--- src/rtl/jtcop_mcu_mbox_if.sv ---
// jtcop_mcu_mbox_if: main-CPU and MCU side signals of the security mailbox
interface jtcop_mcu_mbox_if;
    logic        main_wr;
    logic        main_rd;
    logic [15:0] main_din;
    logic [15:0] main_dout;
    logic        sec2;
    logic [1:0]  mcu_a;
    logic        mcu_wr;
    logic        mcu_rd;
    logic [7:0]  mcu_din;
    logic [7:0]  mcu_dout;
    logic        mcu_intn;
    logic [2:0]  status;
    modport master(
        output main_wr, main_rd, main_din, mcu_a, mcu_wr, mcu_rd, mcu_din,
        input  main_dout, sec2, mcu_dout, mcu_intn, status
    );
    modport slave(
        input  main_wr, main_rd, main_din, mcu_a, mcu_wr, mcu_rd, mcu_din,
        output main_dout, sec2, mcu_dout, mcu_intn, status
    );
endinterface

--- src/rtl/jtcop_mcu_mbox.sv ---
// jtcop_mcu_mbox: MCU-side mailbox latching 68000 commands and returning MCU replies with a sec2 pulse
module jtcop_mcu_mbox #(
    parameter int SEC2_LEN = 16,
    parameter int GAP_LEN  = 2
) (
    input logic             rst,
    input logic             clk,
    jtcop_mcu_mbox_if.slave mb
);
    localparam logic [7:0] PLEN = 8'(SEC2_LEN - 1);
    localparam logic [7:0] GLEN = 8'(GAP_LEN - 1);

    typedef enum logic [1:0] {IDLE, PULSE, GAP} state_t;

    state_t      st;
    logic [7:0]  cnt;
    logic [15:0] cmd, stage, dout;
    logic        wr_l, rd_l, cmd_pend, reply_pend, overrun, intn, sec2;
    logic        wr_edge, rd_fall, rd_hi, rd_st, commit;

    assign wr_edge = mb.main_wr & ~wr_l;
    assign rd_fall = ~mb.main_rd & rd_l;
    assign rd_hi   = mb.mcu_rd && mb.mcu_a == 2'd1;
    assign rd_st   = mb.mcu_rd && mb.mcu_a == 2'd2;
    assign commit  = mb.mcu_wr && mb.mcu_a == 2'd2;

    assign mb.main_dout = dout;
    assign mb.sec2      = sec2;
    assign mb.mcu_intn  = intn;
    assign mb.status    = {overrun, reply_pend, cmd_pend};

    always_comb
        mb.mcu_dout = mb.mcu_a == 2'd0 ? cmd[7:0] :
                      mb.mcu_a == 2'd1 ? cmd[15:8] :
                      mb.mcu_a == 2'd2 ? {5'd0, overrun, reply_pend, cmd_pend} : 8'hff;

    // A new command edge always beats a same-cycle MCU acknowledge
    always_ff @(posedge clk, posedge rst)
        if (rst) begin
            wr_l       <= 1'b0;
            rd_l       <= 1'b0;
            cmd        <= 16'd0;
            stage      <= 16'd0;
            dout       <= 16'd0;
            cmd_pend   <= 1'b0;
            reply_pend <= 1'b0;
            overrun    <= 1'b0;
            intn       <= 1'b1;
        end else begin
            wr_l       <= mb.main_wr;
            rd_l       <= mb.main_rd;
            cmd        <= wr_edge ? mb.main_din : cmd;
            cmd_pend   <= wr_edge | (cmd_pend & ~rd_hi);
            intn       <= ~(wr_edge | (cmd_pend & ~rd_hi));
            overrun    <= (wr_edge & cmd_pend) | (overrun & ~rd_st);
            reply_pend <= commit | (reply_pend & ~rd_fall);
            dout       <= commit ? stage : dout;
            if (mb.mcu_wr && mb.mcu_a == 2'd0) stage[7:0]  <= mb.mcu_din;
            if (mb.mcu_wr && mb.mcu_a == 2'd1) stage[15:8] <= mb.mcu_din;
        end

    // A commit during a pulse inserts a low gap so the main CPU sees a fresh edge
    always_ff @(posedge clk, posedge rst)
        if (rst) begin
            st   <= IDLE;
            cnt  <= 8'd0;
            sec2 <= 1'b0;
        end else begin
            case (st)
                IDLE:
                    if (commit) begin
                        st   <= PULSE;
                        cnt  <= PLEN;
                        sec2 <= 1'b1;
                    end
                PULSE:
                    if (commit) begin
                        st   <= GAP;
                        cnt  <= GLEN;
                        sec2 <= 1'b0;
                    end else if (cnt == 8'd0) begin
                        st   <= IDLE;
                        sec2 <= 1'b0;
                    end else cnt <= cnt - 8'd1;
                GAP:
                    if (cnt == 8'd0) begin
                        st   <= PULSE;
                        cnt  <= PLEN;
                        sec2 <= 1'b1;
                    end else cnt <= cnt - 8'd1;
                default: begin
                    st   <= IDLE;
                    sec2 <= 1'b0;
                end
            endcase
        end
endmodule
--- src/flat_wrapper.sv ---
// flat-port wrapper written by rule: the top's interface ports become plain ports
module jtcop_mcu_mbox_flat 
#(
    parameter int SEC2_LEN = 16,
    parameter int GAP_LEN  = 2
)
  (rst, clk, mb_main_wr, mb_main_rd, mb_main_din, mb_mcu_a, mb_mcu_wr, mb_mcu_rd, mb_mcu_din, mb_main_dout, mb_sec2, mb_mcu_dout, mb_mcu_intn, mb_status);
  jtcop_mcu_mbox_if mb_i ();
  input logic rst;
  input logic clk;
  input wire logic [$bits(mb_i.main_wr)-1:0] mb_main_wr;
  input wire logic [$bits(mb_i.main_rd)-1:0] mb_main_rd;
  input wire logic [$bits(mb_i.main_din)-1:0] mb_main_din;
  input wire logic [$bits(mb_i.mcu_a)-1:0] mb_mcu_a;
  input wire logic [$bits(mb_i.mcu_wr)-1:0] mb_mcu_wr;
  input wire logic [$bits(mb_i.mcu_rd)-1:0] mb_mcu_rd;
  input wire logic [$bits(mb_i.mcu_din)-1:0] mb_mcu_din;
  output wire logic [$bits(mb_i.main_dout)-1:0] mb_main_dout;
  output wire logic [$bits(mb_i.sec2)-1:0] mb_sec2;
  output wire logic [$bits(mb_i.mcu_dout)-1:0] mb_mcu_dout;
  output wire logic [$bits(mb_i.mcu_intn)-1:0] mb_mcu_intn;
  output wire logic [$bits(mb_i.status)-1:0] mb_status;
  assign mb_i.main_wr = mb_main_wr;
  assign mb_i.main_rd = mb_main_rd;
  assign mb_i.main_din = mb_main_din;
  assign mb_i.mcu_a = mb_mcu_a;
  assign mb_i.mcu_wr = mb_mcu_wr;
  assign mb_i.mcu_rd = mb_mcu_rd;
  assign mb_i.mcu_din = mb_mcu_din;
  assign mb_main_dout = mb_i.main_dout;
  assign mb_sec2 = mb_i.sec2;
  assign mb_mcu_dout = mb_i.mcu_dout;
  assign mb_mcu_intn = mb_i.mcu_intn;
  assign mb_status = mb_i.status;
  jtcop_mcu_mbox #(.SEC2_LEN(SEC2_LEN), .GAP_LEN(GAP_LEN)) u_core (.rst(rst), .clk(clk), .mb(mb_i));
endmodule
--- config.mk ---
export PLATFORM = sky130hd
export DESIGN_NAME = jtcop_mcu_mbox_flat
export DESIGN_NICKNAME = d
export VERILOG_FILES = /design/src/rtl/jtcop_mcu_mbox_if.sv /design/src/rtl/jtcop_mcu_mbox.sv /design/src/flat_wrapper.sv
export SDC_FILE = /design/constraint.sdc
export NUM_CORES = 1
export LEC_CHECK = 0
export CORE_MARGIN = 1
export CORE_UTILIZATION = 50
export CTS_BUF_LIST = sky130_fd_sc_hd__clkbuf_4
export DETAILED_ROUTE_END_ITERATION = 16
export PLACE_DENSITY = 0.88
export REMOVE_ABC_BUFFERS = 1
export SKIP_LAST_GASP = 1
export SYNTH_ARGS = -nofsm -noshare
export SYNTH_HDL_FRONTEND = slang
export SYNTH_SLANG_ARGS = --single-unit
--- constraint.sdc ---
create_clock -name clk -period 2.92 [get_ports clk]
set_input_delay 0.438 -clock clk [delete_from_list [all_inputs] [get_ports clk]]
set_output_delay 0.438 -clock clk [all_outputs]
set_load 0.1 [all_outputs]
# Word-level counts from Yosys, hierarchy flattened
# Cells that the tools add are included.
[word_totals]
elab_cells = 66
regBits = 65
output_inout_bits = 29
input_bits = 32
[classes]
add_sub_neg = 1
bitwise_logic = 15
reduce_logical = 11
mux = 18
n_eq_ne = 8
[op_table]
columns = ["operator", "n"]
rows = [
  ["$mux W8", 7],
  ["$pmux W8 S3", 1],
  ["$logic_not A8 Y1", 1],
  ["$mux W2", 4],
  ["$sub A8 B1 Y8 const B", 1],
  ["$and A1 B1 Y1", 6],
  ["$not A1 Y1", 6],
  ["$pmux W2 S3", 1],
  ["$reduce_and A3 Y1", 2],
  ["$logic_and A1 B1 Y1", 5],
  ["$eq A2 B1 Y1 const B", 2],
  ["$eq A2 B2 Y1 const B", 2],
  ["$logic_not A2 Y1", 2],
  ["$mux W1", 4],
  ["$ne A2 B1 Y1 const B", 2],
  ["$ne A3 B1 Y1 const B", 1],
  ["$ne A3 B2 Y1 const B", 1],
  ["$or A1 B1 Y1", 3],
  ["$pmux W1 S3", 1],
  ["$reduce_bool A3 Y1", 1],
]

# Longest topological paths before layout
# Gate-level depths: netlist of run 1.
[logic_depth]
ltp_word = 6
depth_mapped = 7
ltp_nobuf = 6

# Least setup slack after synthesis of run 1
# Ideal clock, no wire load.
[synth_path]
path_kind = "input to output"
start = "input mb_mcu_a[1]"
end = "output mb_mcu_dout[7]"
n_path_buf = 1
stages = 3
t_required_ps = 2482
setup_slack_ps = -372
t_arrival_ps = 2854
cell_sequence = "clkbuf_1 nand2b_1 o21ai_0"
[synth_via]
elab_chain_cells = 4
elab_cells_between_ends = 6
cone_classes = "eq/ne (2); mux (3); reduce/logical (1)"
[synth_rtl]
columns = ["item", "line", "source"]
rows = [
  ["start, declared", "flat_wrapper.sv:14", "input wire logic [$bits(mb_i.mcu_a)-1:0] mb_mcu_a;"],
  ["$eq A2 B2 Y1", "jtcop_mcu_mbox.sv:35", "mb.mcu_a == 2'd2 ? {5'd0, overrun, reply_pend, cmd_pend} : 8'hff;"],
  ["$mux W8", "jtcop_mcu_mbox.sv:35", ""],
  ["$mux W8", "jtcop_mcu_mbox.sv:34", "mb.mcu_a == 2'd1 ? cmd[15:8] :"],
  ["$mux W8 (*)", "jtcop_mcu_mbox.sv:33", "mb.mcu_dout = mb.mcu_a == 2'd0 ? cmd[7:0] :"],
  ["end, declared", "flat_wrapper.sv:20", "output wire logic [$bits(mb_i.mcu_dout)-1:0] mb_mcu_dout;"],
]
# Mark *: on every way between the ends. The rest lies on a longest branch, timed or not.

# Final worst setup path of run 1
[layout_path]
start = "input mb_mcu_a[1]"
end = "output mb_mcu_dout[1]"
# The elaborated chain is that of the path after synthesis.

==> flow_summary.yaml, run 1 <==
run_status:
  outcome: "finished, final reports clean"
clock_network:
  numCtsBuffers: 9
  cts_setup_buffers: 0
  clock_sinks: 65
  cts_resized: 0
  clkLatencyLatePin_ns: 0.39
  cts_root_buf: "clkbuf_4"
  clk_pin_slew_ns: 0.11
  tritoncts: "yes"
  htree_num_levels: 3
  cts.path.max_buffers: 2
  cts.hold.buffers_added: 0
worst_setup_path:
  crit_family: "buffers and inverters"
  crit_arrival_ns: 2.01
  path_class: "in2out"
  cpPeakStageDelay_ns: 0.77
  path_cells: "clkdlybuf4s50_1, mux2_2, o22a_1, buf_12"
  crit_slowest_cell: "clkdlybuf4s50_1"
  critPathLaunchType: "input port"
  worstSetupEndpointType: "output port"
  crit_buf_inv: 2
  crit_fanout: 14
  crit_required_ns: 2.48
finish:
  drive_above_1_share_pct: 34.8
  fillers: 456
  area_growth_pct: 26.8
  nNetsFinal: 347
  diodes: 0
  register_area_mm2: 0.00163
  multi_input_area_mm2: 0.00127
synth:
  avgSynthCellArea_um2: 12.3
  yosysTopAreaCell: "dfrtp_1"
  synth_area_mm2: 0.00304
  yosysSeqAreaShare_pct: 53.5
  synthTopCellsByCount: "dfrtp_1 (64), mux2_2 (51), nand2_1 (19), inv_1 (14), o21ai_0 (10)"
  synth_top_area_share_pct: 52.6
  synth-edff-count: 0
  synth_ff_type: "dfrtp_1"
  synth_cell_type_count: 45
  ys_seq_elements: 65
  synth_area_leaders: "dfrtp_1 (53%), mux2_2 (19%), ha_1 (2.9%)"
  async_flop_share_pct: 100
  synthCells: 247
  yosysMostFrequentCell: "dfrtp_1"
  ys_warn_count: 0
sta:
  setup_violations: 0
  rsz0062_at_grt: "false"
  timing.final.crit_period_ns: 2.45
  post-route-period-util_pct: 83.8
  skew_ns: 0.0152
  setup_ws_ns: 0.474
  max-slew-margin-rel_pct: 60.0
  tightest_slew_ns: 0.599
  whs_ns: 0.425
  max_freq_mhz: 409
  hold_violations: 0
  maxSlewViolCount: 0
die:
  die_y_um: 80.0
  fp.dieW_um: 80.0
  placementRows: 28
  start_util_pct: 51.7
  core_mm2: 0.00589
  top_level_ports: 61
  die-area_mm2: 0.00640
power_and_ir_drop:
  p_per_area_mw_per_mm2: 889
  ir_drop_mv: 0.459
  p_leak_uw: 0.00169
global_routing:
  grt_busiest_layer: "met2"
  grt_max_degree: 39
  antenna_found_initial: 0
  met2_usage_pct: 33.8
  grtUsageMet1_pct: 26.8
  grt_use_total_pct: 20.9
  grt_first_pass_wirelength_mm: 10.1
  grt_pass1_vias: 2205
  grt_overflow: 0
  grt_util_met3_pct: 4.91
placement:
  port_buffers: 60
  hpwl_mm: 4.34
  pre_cts_slack_ns: 0.332
  gp_congestion: 0.880
route:
  drt-pass1-iter-count: 4
  drc_errors: 0
  viasPerCell: 5.45
  ant_nets: 0
  routed_wl_mm: 5.92
  drt_iter0_drc: 230
  wl_per_cell_um: 15.3
  via_count: 2115
min_path:
  min_path_type: "in2async"
run:
  max_cap_viol_count: 0
-- worst paths after layout --
path / start / endpoint / slack, ns / depth (start not counted)
worst min register to register: u_core.stage[1] / u_core.mb.main_dout[1] / 0.51 / 1
worst max register to register: u_core.cnt[0] / u_core.st[0] / 0.86 / 6
worst max-delay path: mb_mcu_a[1] / mb_mcu_dout[1] / 0.47 / 4
min in group clk: mb_main_wr / u_core.wr_l / 0.50 / 1
worst min-delay path: rst / u_core.cnt[3] / 0.43 / 2
max in group asynchronous: rst / u_core.mb.mcu_intn / 1.82 / 3
-- placed cells by master, fill, tap and decap left out, drive strengths merged, types with 2 or more instances in the layout --
cell / instances
a21o: 4
a21oi: 8
a22o: 2
a31oi: 3
and2: 2
buf: 34
clkbuf: 12
clkdlybuf4s50: 31
clkinv: 2
dfrtp: 64
ha: 7
inv: 14
mux2: 51
nand2: 19
nand2b: 3
nand3: 4
nand4: 3
nor2: 6
nor2b: 2
nor3: 2
o21ai: 12
o221ai: 2
o22a: 6
or2: 2
xnor2: 2
-- layout make-up --
type                       instances  area share, %
clock inverter                     4           1.20
clock buffer                      12           2.33
multi-input combinational        153           32.9
sequential                        65           42.2
timing repair buffer              65           17.6
inverter                          14           1.36
tap                               75           2.43
-- metrics by stage --
stage                     cells  utilization [%]  power, µW  instance area (µm²)  TNS [ns]
after CTS                   388             65.6       3450                 3860         0
after detailed placement    372             63.2       2860                 3720         0
after floorplan             232                -       2460                 2950    -0.181
after global placement      372             63.2       2820                 3720         0
final                       388             65.6       3430                 3860         0
after global routing        388             65.6       3600                 3860         0
-- flip-flops by register name, indices dropped and copies added (netlist names) --
name,count
u_core.rd_l,1
u_core.cnt,8
u_core.stage,16
u_core.reply_pend,1
u_core.overrun,1
u_core.wr_l,1
u_core.mb.sec2,1
u_core.mb.main_dout,16
u_core.cmd,16
u_core.cmd_pend,1
u_core.mb.mcu_intn,1
u_core.st,2
-- metal layers --
metal,share of wire [%],vias up
met4,2.4,0
met5,0,-
li1,-,999
met2,50,71
met3,5.2,18
met1,42,1027
-- where the power goes --
group | total [µW] | switching, µW | leakage (µW) | internal [µW]
Clock | 586 | 300 | 0.0000750 | 287
Sequential | 1230 | 134 | 0.000772 | 1090
Combinational | 1620 | 1120 | 0.000844 | 500
Total | 3430 | 1550 | 0.00169 | 1880
-- kinds of logic after synthesis --
kind of cell    synth area share, %
flops                          53.5
mux                            19.2
simple gates                   8.64
compound gates                 10.4
buf+inv                        4.77
fa+ha+maj                      2.88
xor+xnor                      0.576
No activity file was read; power rests on OpenSTA's default activity.
==> inputs of run 2 (changes only) <==
==> constraint.sdc (replaced) <==
create_clock -name clk -period 2.32 [get_ports clk]
set_input_delay 0.348 -clock clk [delete_from_list [all_inputs] [get_ports clk]]
set_output_delay 0.348 -clock clk [all_outputs]
set_load 0.1 [all_outputs]
==> flow_summary.yaml, run 2 (synthesis results as in run 1) <==
sta:
  timing.final.crit_period_ns: 2.15
  post-route-period-util_pct: 92.7
  maxSlewViolCount: 0
  rsz0062_at_grt: "false"
  max_freq_mhz: 465
  setup_violations: 0
  skew_ns: 0.00825
  hold_violations: 0
  setup_ws_ns: 0.170
  max-slew-margin-rel_pct: 71.7
  tightest_slew_ns: 0.423
route:
  via_count: 2159
  routed_wl_mm: 6.17
  ant_nets: 0
  drc_errors: 0
  drt-pass1-iter-count: 4
  wl_per_cell_um: 15.8
  drt_iter0_drc: 60
  viasPerCell: 5.52
clock_network:
  tritoncts: "yes"
  cts_resized: 0
  cts.hold.buffers_added: 0
  cts_root_buf: "clkbuf_4"
  cts.path.max_buffers: 2
  cts_setup_buffers: 0
  htree_num_levels: 3
  numCtsBuffers: 9
  clkLatencyLatePin_ns: 0.41
  clk_pin_slew_ns: 0.11
  clock_sinks: 65
placement:
  hpwl_mm: 4.41
  pre_cts_slack_ns: 0.159
  gp_congestion: 0.842
  port_buffers: 60
die:
  fp.dieW_um: 80.0
  core_mm2: 0.00589
  placementRows: 28
  die-area_mm2: 0.00640
  top_level_ports: 61
  start_util_pct: 51.7
  die_y_um: 80.0
power_and_ir_drop:
  power_uw: 4560
  p_leak_uw: 0.00173
  p_per_area_mw_per_mm2: 1160
  ir_drop_mv: 0.707
finish:
  area_growth_pct: 29.0
  nNetsFinal: 350
  diodes: 0
  drive_above_1_share_pct: 35.1
  final_common_cell: "dfrtp_1"
  layout_common_cells: "dfrtp_1 (64), mux2_2 (51), clkdlybuf4s50_1 (31)"
run:
  max_cap_viol_count: 0
worst_setup_path:
  crit_arrival_ns: 2.50
  worstSetupEndpointType: "flop"
  path_class: "reg2reg"
  crit_fanout: 12
  crit_required_ns: 2.67
  critPathLaunchType: "flop"
run_status:
  outcome: "finished, final reports clean"
global_routing:
  grt_pass1_vias: 2207
  grt_first_pass_wirelength_mm: 10.3
  grt_max_degree: 33
  grt_use_total_pct: 21.9
  antenna_found_initial: 0
  grt_overflow: 0
min_path:
  min_path_type: "in2async"
==> run 2: cell types whose count changed in the layout (fill, tap and decap cells not counted) <==
| cell | before | now |
|---|---|---|
| clkinvlp_4 | 1 | 0 |
| buf_4 | 25 | 28 |
| clkinv_1 | 1 | 2 |
| clkbuf_4 | 12 | 10 |
| bufinv_16 | 1 | 3 |
| clkinv_4 | 0 | 1 |
| clkinv_2 | 1 | 0 |
==> run 2: worst paths after layout <==
kind,to,cells after the start,slack [ns],start
min in group clk,u_core.wr_l,1,0.38,mb_main_wr
max,u_core.cnt[2],6,0.17,u_core.cnt[0]
max reg2reg,u_core.cnt[2],6,0.17,u_core.cnt[0]
max in group asynchronous,u_core.stage[0],3,1.53,rst
min,u_core.reply_pend,2,0.22,rst
min reg2reg,u_core.stage[13],1,0.51,u_core.stage[13]
==> run 2: layer usage <==
| layer | vias up | share of wire [%] | track usage, % | routed length [µm] |
|---|---|---|---|---|
| met5 | - | 0 | 0 | 0 |
| met3 | 15 | 5.6 | 6.86 | 345 |
| met2 | 65 | 51 | 36.5 | 3160 |
| li1 | 1004 | - | - | - |
| met1 | 1075 | 41 | 25.0 | 2500 |
| met4 | 0 | 2.6 | 12.0 | 158 |
==> run 2: final cells by class <==
cell class,instances,area [µm²]
Clock buffer,10,75.1
Sequential cell,65,1630
Inverter,14,52.6
Clock inverter,6,106
Tap cell,75,93.8
Fill cell,431,1960
Timing Repair Buffer,68,701
Multi-Input combinational cell,153,1270
==> run 2: power by group <==
part	total (µW)	leakage, µW	internal [µW]	switching [µW]
clock network	961	0.0000957	553	408
logic	2050	0.000859	631	1420
registers	1550	0.000772	1380	172
==> run 2: through the flow <==
| stage | util (%) | hold slack, ns | instance area [µm²] | setup TNS (ns) | instances |
|---|---|---|---|---|---|
| floorplan | - | 0.379 | 2950 | -0.601 | 232 |
| global placement | 63.6 | 0.483 | 3740 | 0 | 375 |
| detailed placement | 63.6 | 0.491 | 3740 | 0 | 375 |
| CTS | 66.7 | 0.190 | 3930 | 0 | 391 |
| global route | 66.7 | 0.219 | 3930 | 0 | 391 |
| finish | 66.7 | 0.216 | 3930 | 0 | 391 |
==> run 2: worst max-delay path, stage by stage, from the launching register on <==
cell     delay (ns)
dfrtp_1        0.45
inv_1          0.15
ha_1           0.18
nor4b_4        0.33
nand2_1        0.35
o21ai_1        0.39
o211a_1        0.23
